<file path="src/rtl/pdatapath.sv">
// pdatapath: 2^RA x WIDTH register file with a function unit, valid/ready control-word intake,
// and stalling loads / strobed stores. Define PDATAPATH_SHIFT_EN to build the B>>1 / B<<1 shifter.
module pdatapath #(
    parameter int WIDTH = 16,
    parameter int RA    = 3
) (
    input  logic              CLK,
    input  logic              RESET,
    input  logic [3*RA+7:0]   CTRWRD,
    input  logic              CTRV,
    output logic              CTRRDY,
    input  logic [WIDTH-1:0]  Cin,
    input  logic [WIDTH-1:0]  Din,
    input  logic              DVALID,
    output logic [WIDTH-1:0]  Adrout,
    output logic [WIDTH-1:0]  Dout,
    output logic              MRD,
    output logic              MWR,
    output logic              V,
    output logic              C,
    output logic              N,
    output logic              Z
);
    localparam int NREG = 1 << RA;

    typedef enum logic {IDLE, LOAD} state_t;

    state_t r_state;
    state_t w_state_next;

    logic [WIDTH-1:0] r_regs [NREG];
    logic [WIDTH-1:0] r_adrout;
    logic [WIDTH-1:0] r_dout;
    logic             r_mwr;
    logic             r_v;
    logic             r_c;
    logic             r_n;
    logic             r_z;
    logic [RA-1:0]    r_ld_da;
    logic             r_ld_rw;

    logic [RA-1:0]    w_da;
    logic [RA-1:0]    w_aa;
    logic [RA-1:0]    w_ba;
    logic             w_mb;
    logic [3:0]       w_fs;
    logic             w_md;
    logic             w_rw;
    logic             w_mw;

    logic [WIDTH-1:0] w_busa;
    logic [WIDTH-1:0] w_busb;
    logic [WIDTH-1:0] w_y;
    logic             w_cin;
    logic [WIDTH:0]   w_sum;
    logic [WIDTH-1:0] w_f;
    logic             w_c;
    logic             w_v;

    logic             w_accept;
    logic             w_alu;
    logic             w_store;
    logic             w_load;
    logic             w_ld_done;

    assign {w_da, w_aa, w_ba, w_mb, w_fs, w_md, w_rw, w_mw} = CTRWRD;

    assign w_busa = r_regs[w_aa];
    assign w_busb = w_mb ? Cin : r_regs[w_ba];

    assign w_accept  = CTRV && (r_state == IDLE);
    assign w_alu     = w_accept && !w_md;
    assign w_store   = w_alu && w_mw;
    assign w_load    = w_accept && w_md;
    assign w_ld_done = (r_state == LOAD) && DVALID;

    // Second adder operand and carry-in for the arithmetic group (FS 0000-0111).
    // NOTE: every always_comb output gets a default first so no path can infer a latch.
    always_comb begin
        w_y   = '0;
        w_cin = 1'b0;
        case (w_fs)
            4'b0001: w_cin = 1'b1;
            4'b0010: w_y = w_busb;
            4'b0011: begin w_y = w_busb;  w_cin = 1'b1; end
            4'b0100: w_y = ~w_busb;
            4'b0101: begin w_y = ~w_busb; w_cin = 1'b1; end
            4'b0110: w_y = '1;
            default: ;
        endcase
    end

    assign w_sum = {1'b0, w_busa} + {1'b0, w_y} + {{WIDTH{1'b0}}, w_cin};

    always_comb begin
        w_f = '0;
        w_c = 1'b0;
        w_v = 1'b0;
        if (!w_fs[3]) begin
            w_f = w_sum[WIDTH-1:0];
            w_c = w_sum[WIDTH];
            w_v = (w_busa[WIDTH-1] == w_y[WIDTH-1]) && (w_sum[WIDTH-1] != w_busa[WIDTH-1]);
        end else begin
            case (w_fs[2:0])
                3'b000:  w_f = w_busa & w_busb;
                3'b001:  w_f = w_busa | w_busb;
                3'b010:  w_f = w_busa ^ w_busb;
                3'b011:  w_f = ~w_busa;
                3'b100:  w_f = w_busb;
`ifdef PDATAPATH_SHIFT_EN
                3'b101:  w_f = {1'b0, w_busb[WIDTH-1:1]};
                3'b110:  w_f = {w_busb[WIDTH-2:0], 1'b0};
`endif
                default: w_f = '0;
            endcase
        end
    end

    always_comb begin
        w_state_next = r_state;
        case (r_state)
            IDLE:    if (w_load) w_state_next = LOAD;
            LOAD:    if (DVALID) w_state_next = IDLE;
            default: w_state_next = IDLE;
        endcase
    end

    // NOTE: sequential state uses non-blocking assignments so every flop samples pre-edge values.
    always_ff @(posedge CLK) begin
        if (RESET) r_state <= IDLE;
        else       r_state <= w_state_next;
    end

    always_ff @(posedge CLK) begin
        if (RESET) begin
            // NOTE: the register file is reset explicitly, so it maps to flops rather than a RAM macro.
            for (int i = 0; i < NREG; i++) r_regs[i] <= '0;
            r_adrout <= '0;
            r_dout   <= '0;
            r_mwr    <= 1'b0;
            r_v      <= 1'b0;
            r_c      <= 1'b0;
            r_n      <= 1'b0;
            r_z      <= 1'b0;
            r_ld_da  <= '0;
            r_ld_rw  <= 1'b0;
        end else begin
            r_mwr <= w_store;
            if (w_alu) begin
                if (w_rw) r_regs[w_da] <= w_f;
                r_v <= w_v;
                r_c <= w_c;
                r_n <= w_f[WIDTH-1];
                r_z <= (w_f == '0);
            end
            if (w_store) r_dout <= w_busb;
            if (w_store || w_load) r_adrout <= w_busa;
            if (w_load) begin
                r_ld_da <= w_da;
                r_ld_rw <= w_rw;
            end
            if (w_ld_done && r_ld_rw) r_regs[r_ld_da] <= Din;
        end
    end

    assign CTRRDY = (r_state == IDLE);
    assign MRD    = (r_state == LOAD);
    assign MWR    = r_mwr;
    assign Adrout = r_adrout;
    assign Dout   = r_dout;
    assign V      = r_v;
    assign C      = r_c;
    assign N      = r_n;
    assign Z      = r_z;

endmodule

</file>
<file path="config.mk">
export PLATFORM = sky130hd
export DESIGN_NAME = pdatapath
export DESIGN_NICKNAME = d
export VERILOG_FILES = /design/src/rtl/pdatapath.sv
export SDC_FILE = /design/constraint.sdc
export NUM_CORES = 1
export LEC_CHECK = 0
export ABC_AREA = 0
export ABC_CLOCK_PERIOD_IN_PS = 8000
export BUFFER_PORTS_ARGS = -buffer_cell sky130_fd_sc_hd__buf_2
export CAP_MARGIN = 10
export CORE_MARGIN = 2
export CORE_UTILIZATION = 40
export CTS_BUF_LIST = sky130_fd_sc_hd__clkbuf_16
export CTS_CLUSTER_SIZE = 16
export DETAILED_ROUTE_END_ITERATION = 16
export PLACE_DENSITY = 0.64
export SLEW_MARGIN = 20
export SYNTH_ARGS = -nofsm -noshare
export SYNTH_HDL_FRONTEND = slang
export SYNTH_SLANG_ARGS = --single-unit
</file>
<file path="constraint.sdc">
create_clock -name CLK -period 8 [get_ports CLK]
set_input_delay 0.4 -clock CLK [delete_from_list [all_inputs] [get_ports CLK]]
set_output_delay 0.4 -clock CLK [all_outputs]
set_load 0.02 [all_outputs]
</file>
After elaboration in Yosys (flattened, before gate mapping)
Memories as Yosys holds them, arrays and structs flattened.
Cells that the tools add are included.
Widths: inputs -> output; s select.
{ "classes": {"n_addsub": 2, "eq_ne": 12, "muxes": 25, "bitwise_logic": 6, "reduce_logical": 16} }
{ "ops": {"columns": ["cell", "count"], "rows": [
  ["$pmux 16 s5", 1],
  ["$mux 16", 4],
  ["$pmux 16 s3", 1],
  ["$not 16->16", 2],
  ["$reduce_or 16->1", 2],
  ["$add 16x16->17", 1],
  ["$add 17x1->17", 1],
  ["$and 16x16->16", 1],
  ["$logic_not 16->1", 1],
  ["$mux 1", 16],
  ["$or 16x16->16", 1],
  ["$xor 16x16->16", 1],
  ["$eq 4x3->1 const B", 3],
  ["$eq 4x2->1 const B", 2],
  ["$logic_and 1x1->1", 7],
  ["$eq 3x2->1 const B", 2],
  ["$mux 3", 2],
  ["$eq 4x1->1 const B", 1],
  ["$reduce_or 2->1", 2],
  ["$eq 3x1->1 const B", 1],
  ["$eq 3x3->1 const B", 1],
  ["$logic_not 3->1", 1],
  ["$reduce_or 3->1", 1],
  ["$pmux 1 s2", 1],
  ["other kinds (5)", 5]
]} }
{ "word_totals": {"regBits": 42, "ramBits": 128, "input_bits": 53, "output_inout_bits": 39, "elab_cells": 72, "n_memories": 1} }
{ "mem_list": {"columns": ["memory", "depth", "width", "read_ports", "rd_ports_with_merged_regs", "wr", "line", "text"], "rows": [
  ["r_regs", 8, 16, 2, 0, 8, "31", "logic [WIDTH-1:0] r_regs [NREG];"]
]} }

Longest topological paths before layout
{ "depth": {"depth_word": 9, "mapped_depth": 20, "depth_no_buf": 16} }

Worst setup path before layout
Ideal clock, no wire load.
{ "synth_path": {"path_type": "input to register", "startpoint": "input port CTRWRD[4]", "endpoint": "memory r_regs[0][14], data pin", "setup_time_ns": 0.272, "t_arrival_ns": 4.354, "required_time_ns": 7.728, "slack_ns": 3.374, "stages": 17, "path_buffers": 4, "cell_sequence": "buf_1 buf_2 buf_2 a21boi_1 clkbuf_1 mux2i_1 nor2_1 fa_1 fa_1 a211oi_2 o21a_1 o211ai_1 a311o_1 a2111oi_0 nor3_1 mux2i_1 nor2_1"} }
{ "synth_lines": {"columns": ["element", "line", "text"], "rows": [
  ["start: declaration", "9", "input logic [3*RA+7:0] CTRWRD,"],
  ["end: declaration", "31", null]
]} }

==> flow_metrics.tcl <==
set metrics [dict create \
    status "finished, final reports clean" \
    use_met1_pct 30.8 \
    cp_slowest_cell "buf_2" \
    cts-root-buf "clkbuf_16" \
    wl_per_cell_um 23.5 \
    period_needed_ns 5.36 \
    power.density_mw_per_mm2 198 \
    nNetsFinal 1178 \
    switching_power_w 0.000774 \
    setup-violations-final 0 \
    synth.area.top_cells "edfxtp_1 (35%), mux4_2 (8.7%), dfxtp_1 (7.8%)" \
    route.detailed.drc 0 \
    path_clk_slew_ns 0.08 \
    crit_required_ns 8.15 \
    synth.mux.area_fraction_pct 19.8 \
    ir_worst_vdd_mv 0.144 \
    cts_hold_buf 0 \
    cts_buffer_depth 2 \
    track_usage_pct 23.8 \
    overflow 0 \
    synth_seq_cells 170 \
    core_area_mm2 0.0268 \
    share_comb_of_total_power_pct 21.8 \
    syn_avg_cell_area_um2 10.6 \
    crit_type "input port to flop" \
    grt_use_met3_pct 4.30 \
    grt_pass1_vias 8291 \
    dieWidth_um 169 \
    crit_fanout 33 \
    synth_top_family_by_area "multiplexers" \
    vias 8564 \
    gr-usage-met2_pct 38.9 \
    postCtsSetupRepairBufs 0 \
    die_h_um 169 \
    grt_max_degree 54 \
    num_rows 60 \
    synth_cell_types 69 \
    synth_xor_area_share_pct 0.809 \
    seqPwrFrac_pct 41.7 \
    cts_tree "built" \
    min_period_over_period_pct 67.0 \
    synth_warnings 0 \
    fin_worst_skew_ns 0.0187 \
    synthFlopType "edfxtp_1" \
    max_freq_mhz 187 \
    hold_class "input port to flop" \
    drive_above_1_share_pct 21.8 \
    worstSetupEndpointType "flop" \
    start_kind "input port" \
    cts_resized 0 \
    yosys.area_share.simple_pct 13.9 \
    dr.pass1.iters 6 \
    worst_pin_slew_ns 1.13 \
    p_int_w 0.00163 \
    power.share.switching_pct 32.2 \
    first_iter_violations 652 \
    busiest_layer "met2" \
    crit_arrival_ns 5.51 \
    dp_cells 1398 \
    max_stage_delay_ns 0.66 \
    maxCapViolations 0 \
    antenna_found_initial 0 \
    cts_inserted_buffers 17 \
    fin_tns_setup_ns 0 \
    synthesis.nets 1126 \
    dieArea_mm2 0.0284 \
    worstPathCellList "buf_2 > mux4_2 > nor2b_1 > o31ai_4 > mux2i_1 > nor2_1 > fa_1 > fa_1 > a211oi_2 > o21a_1 > o211ai_1 > a311o_1 > a2111oi_0 > nor3_1 > mux2i_1 > nor2_1" \
    portBuffers 91 \
    hold_viol 0 \
    synth_edf_count 128 \
    p_leak_nw 4.90 \
    syn_area_mm2 0.0108 \
    clock_latency_ns 0.45 \
    dp_hpwl_um 23000 \
    area_delta_synth_final_pct 11.8 \
    cts_max_level 4 \
    finalNonFillerCells 1430 \
    grt_pass1_wl_um 50300 \
    maxSlewHeadroom_pct 24.7 \
    final_max_slew_viol_count 0 \
    via_per_inst 5.99 \
    start_util_pct 40.4 \
    synth_top_area_share_pct 35.5 \
    synth-compound-area-share_pct 12.0 \
    rsz0062_at_grt "false" \
    ys_seq_area_share_pct 43.2 \
    power_frac_clock_pct 36.4 \
    yosys.area.top_type "edfxtp_1" \
    synthAdderAreaFrac_pct 5.80 \
    final_common_cell "nor2_1" \
    final_cell_mix "nor2_1 (188), edfxtp_1 (128), buf_2 (91)" \
    synthCells 1024 \
    final_antenna_net_count 0 \
    async_flop_share_pct 0 \
    routed_wl_um 33600 \
    place_congestion 1.00 \
    clock-sinks 170 \
    diodes 0 \
    ios 92 \
]
-- worst max-delay path, delay by kind of cell --
family                   cells  cell delay (ns)
AO/OA/AOI/OAI                6             1.81
multiplexers                 3             1.15
adder cells (fa/ha/maj)      2             0.98
buffers and inverters        1             0.66
AND/OR/NAND/NOR              4             0.48
-- layout make-up --
class,count,area (µm²)
clock buffer,17,425
clock inverter,15,191
fill,2516,14700
sequential,170,4680
tap,341,427
timing repair buffer,101,531
multi-input combinational,742,5680
inverter,44,165
-- metal layers --
metal  wire (µm)  part of all wire, %
met5           0                    0
met4        1320                  3.9
met3        2420                  7.2
met2       16200                   48
met1       13700                   41
-- cells by family after synthesis --
group | count (synthesis)
and+or+nand+nor | 339
buffers and inverters | 112
adders and majority gates | 49
xor gates and xnor gates | 10
muxes | 155
DFF | 170
AOI/OAI and AO/OA | 189
-- sequential cells by signal, indices dropped and copies added, names as in the netlist --
name,cells
V,1
N,1
C,1
Dout,16
Z,1
MRD,1
r_ld_da,3
Adrout,16
r_regs,128
MWR,1
r_ld_rw,1
-- Yosys cell counts, types with 16 or more instances --
cell type	count
clkbuf_1	39
nand2b_1	22
mux4_2	42
a211oi_1	24
mux2_2	41
dfxtp_1	42
nand2_1	54
a21oi_1	35
o22ai_1	16
edfxtp_1	128
ha_1	47
inv_1	41
o21ai_0	24
mux2i_1	69
nor2_1	188
nor3_1	18
-- stage by stage --
stage / cell area [µm²] / setup WS [ns] / util, % / hold WS (ns) / power, W
6_report: 12100 / 2.64 / 45.2 / 0.235 / 0.00240
5_1_grt: 12100 / 2.29 / 45.2 / 0.227 / 0.00249
3_3_place_gp: 11500 / 2.36 / 42.8 / 0.446 / 0.00153
3_5_place_dp: 11500 / 2.28 / 42.9 / 0.452 / 0.00154
4_1_cts: 12100 / 2.70 / 45.2 / 0.223 / 0.00240
2_1_floorplan: 10800 / 3.37 / - / 0.480 / 0.00138
-- power by group through the flow --
stage | Sequential (W) | Clock [W] | Combinational [W]
5_1_grt | 0.00101 | 0.000912 | 0.000568
4_1_cts | 0.00100 | 0.000878 | 0.000518
6_report | 0.00100 | 0.000875 | 0.000524
3_5_place_dp | 0.00102 | 0 | 0.000515
3_3_place_gp | 0.00102 | 0 | 0.000511
2_1_floorplan | 0.00103 | 0 | 0.000349
-- final timing paths --
| check | start | end | slack [ns] | cells after the start |
|---|---|---|---|---|
| hold / removal | CTRWRD[14] | r_ld_da[0]$_SDFFE_PP0P_ | 0.24 | 3 |
| setup reg to reg | r_regs[3][0]$_SDFFCE_PN0P_ | r_regs[2][14]$_SDFFCE_PN0P_ | 2.82 | 15 |
| setup / recovery | CTRWRD[9] | r_regs[2][14]$_SDFFCE_PN0P_ | 2.64 | 16 |
| hold reg to reg | Dout[5]$_SDFFE_PP0P_ | Dout[5]$_SDFFE_PP0P_ | 0.46 | 2 |
(Power assumes the default switching activity.)
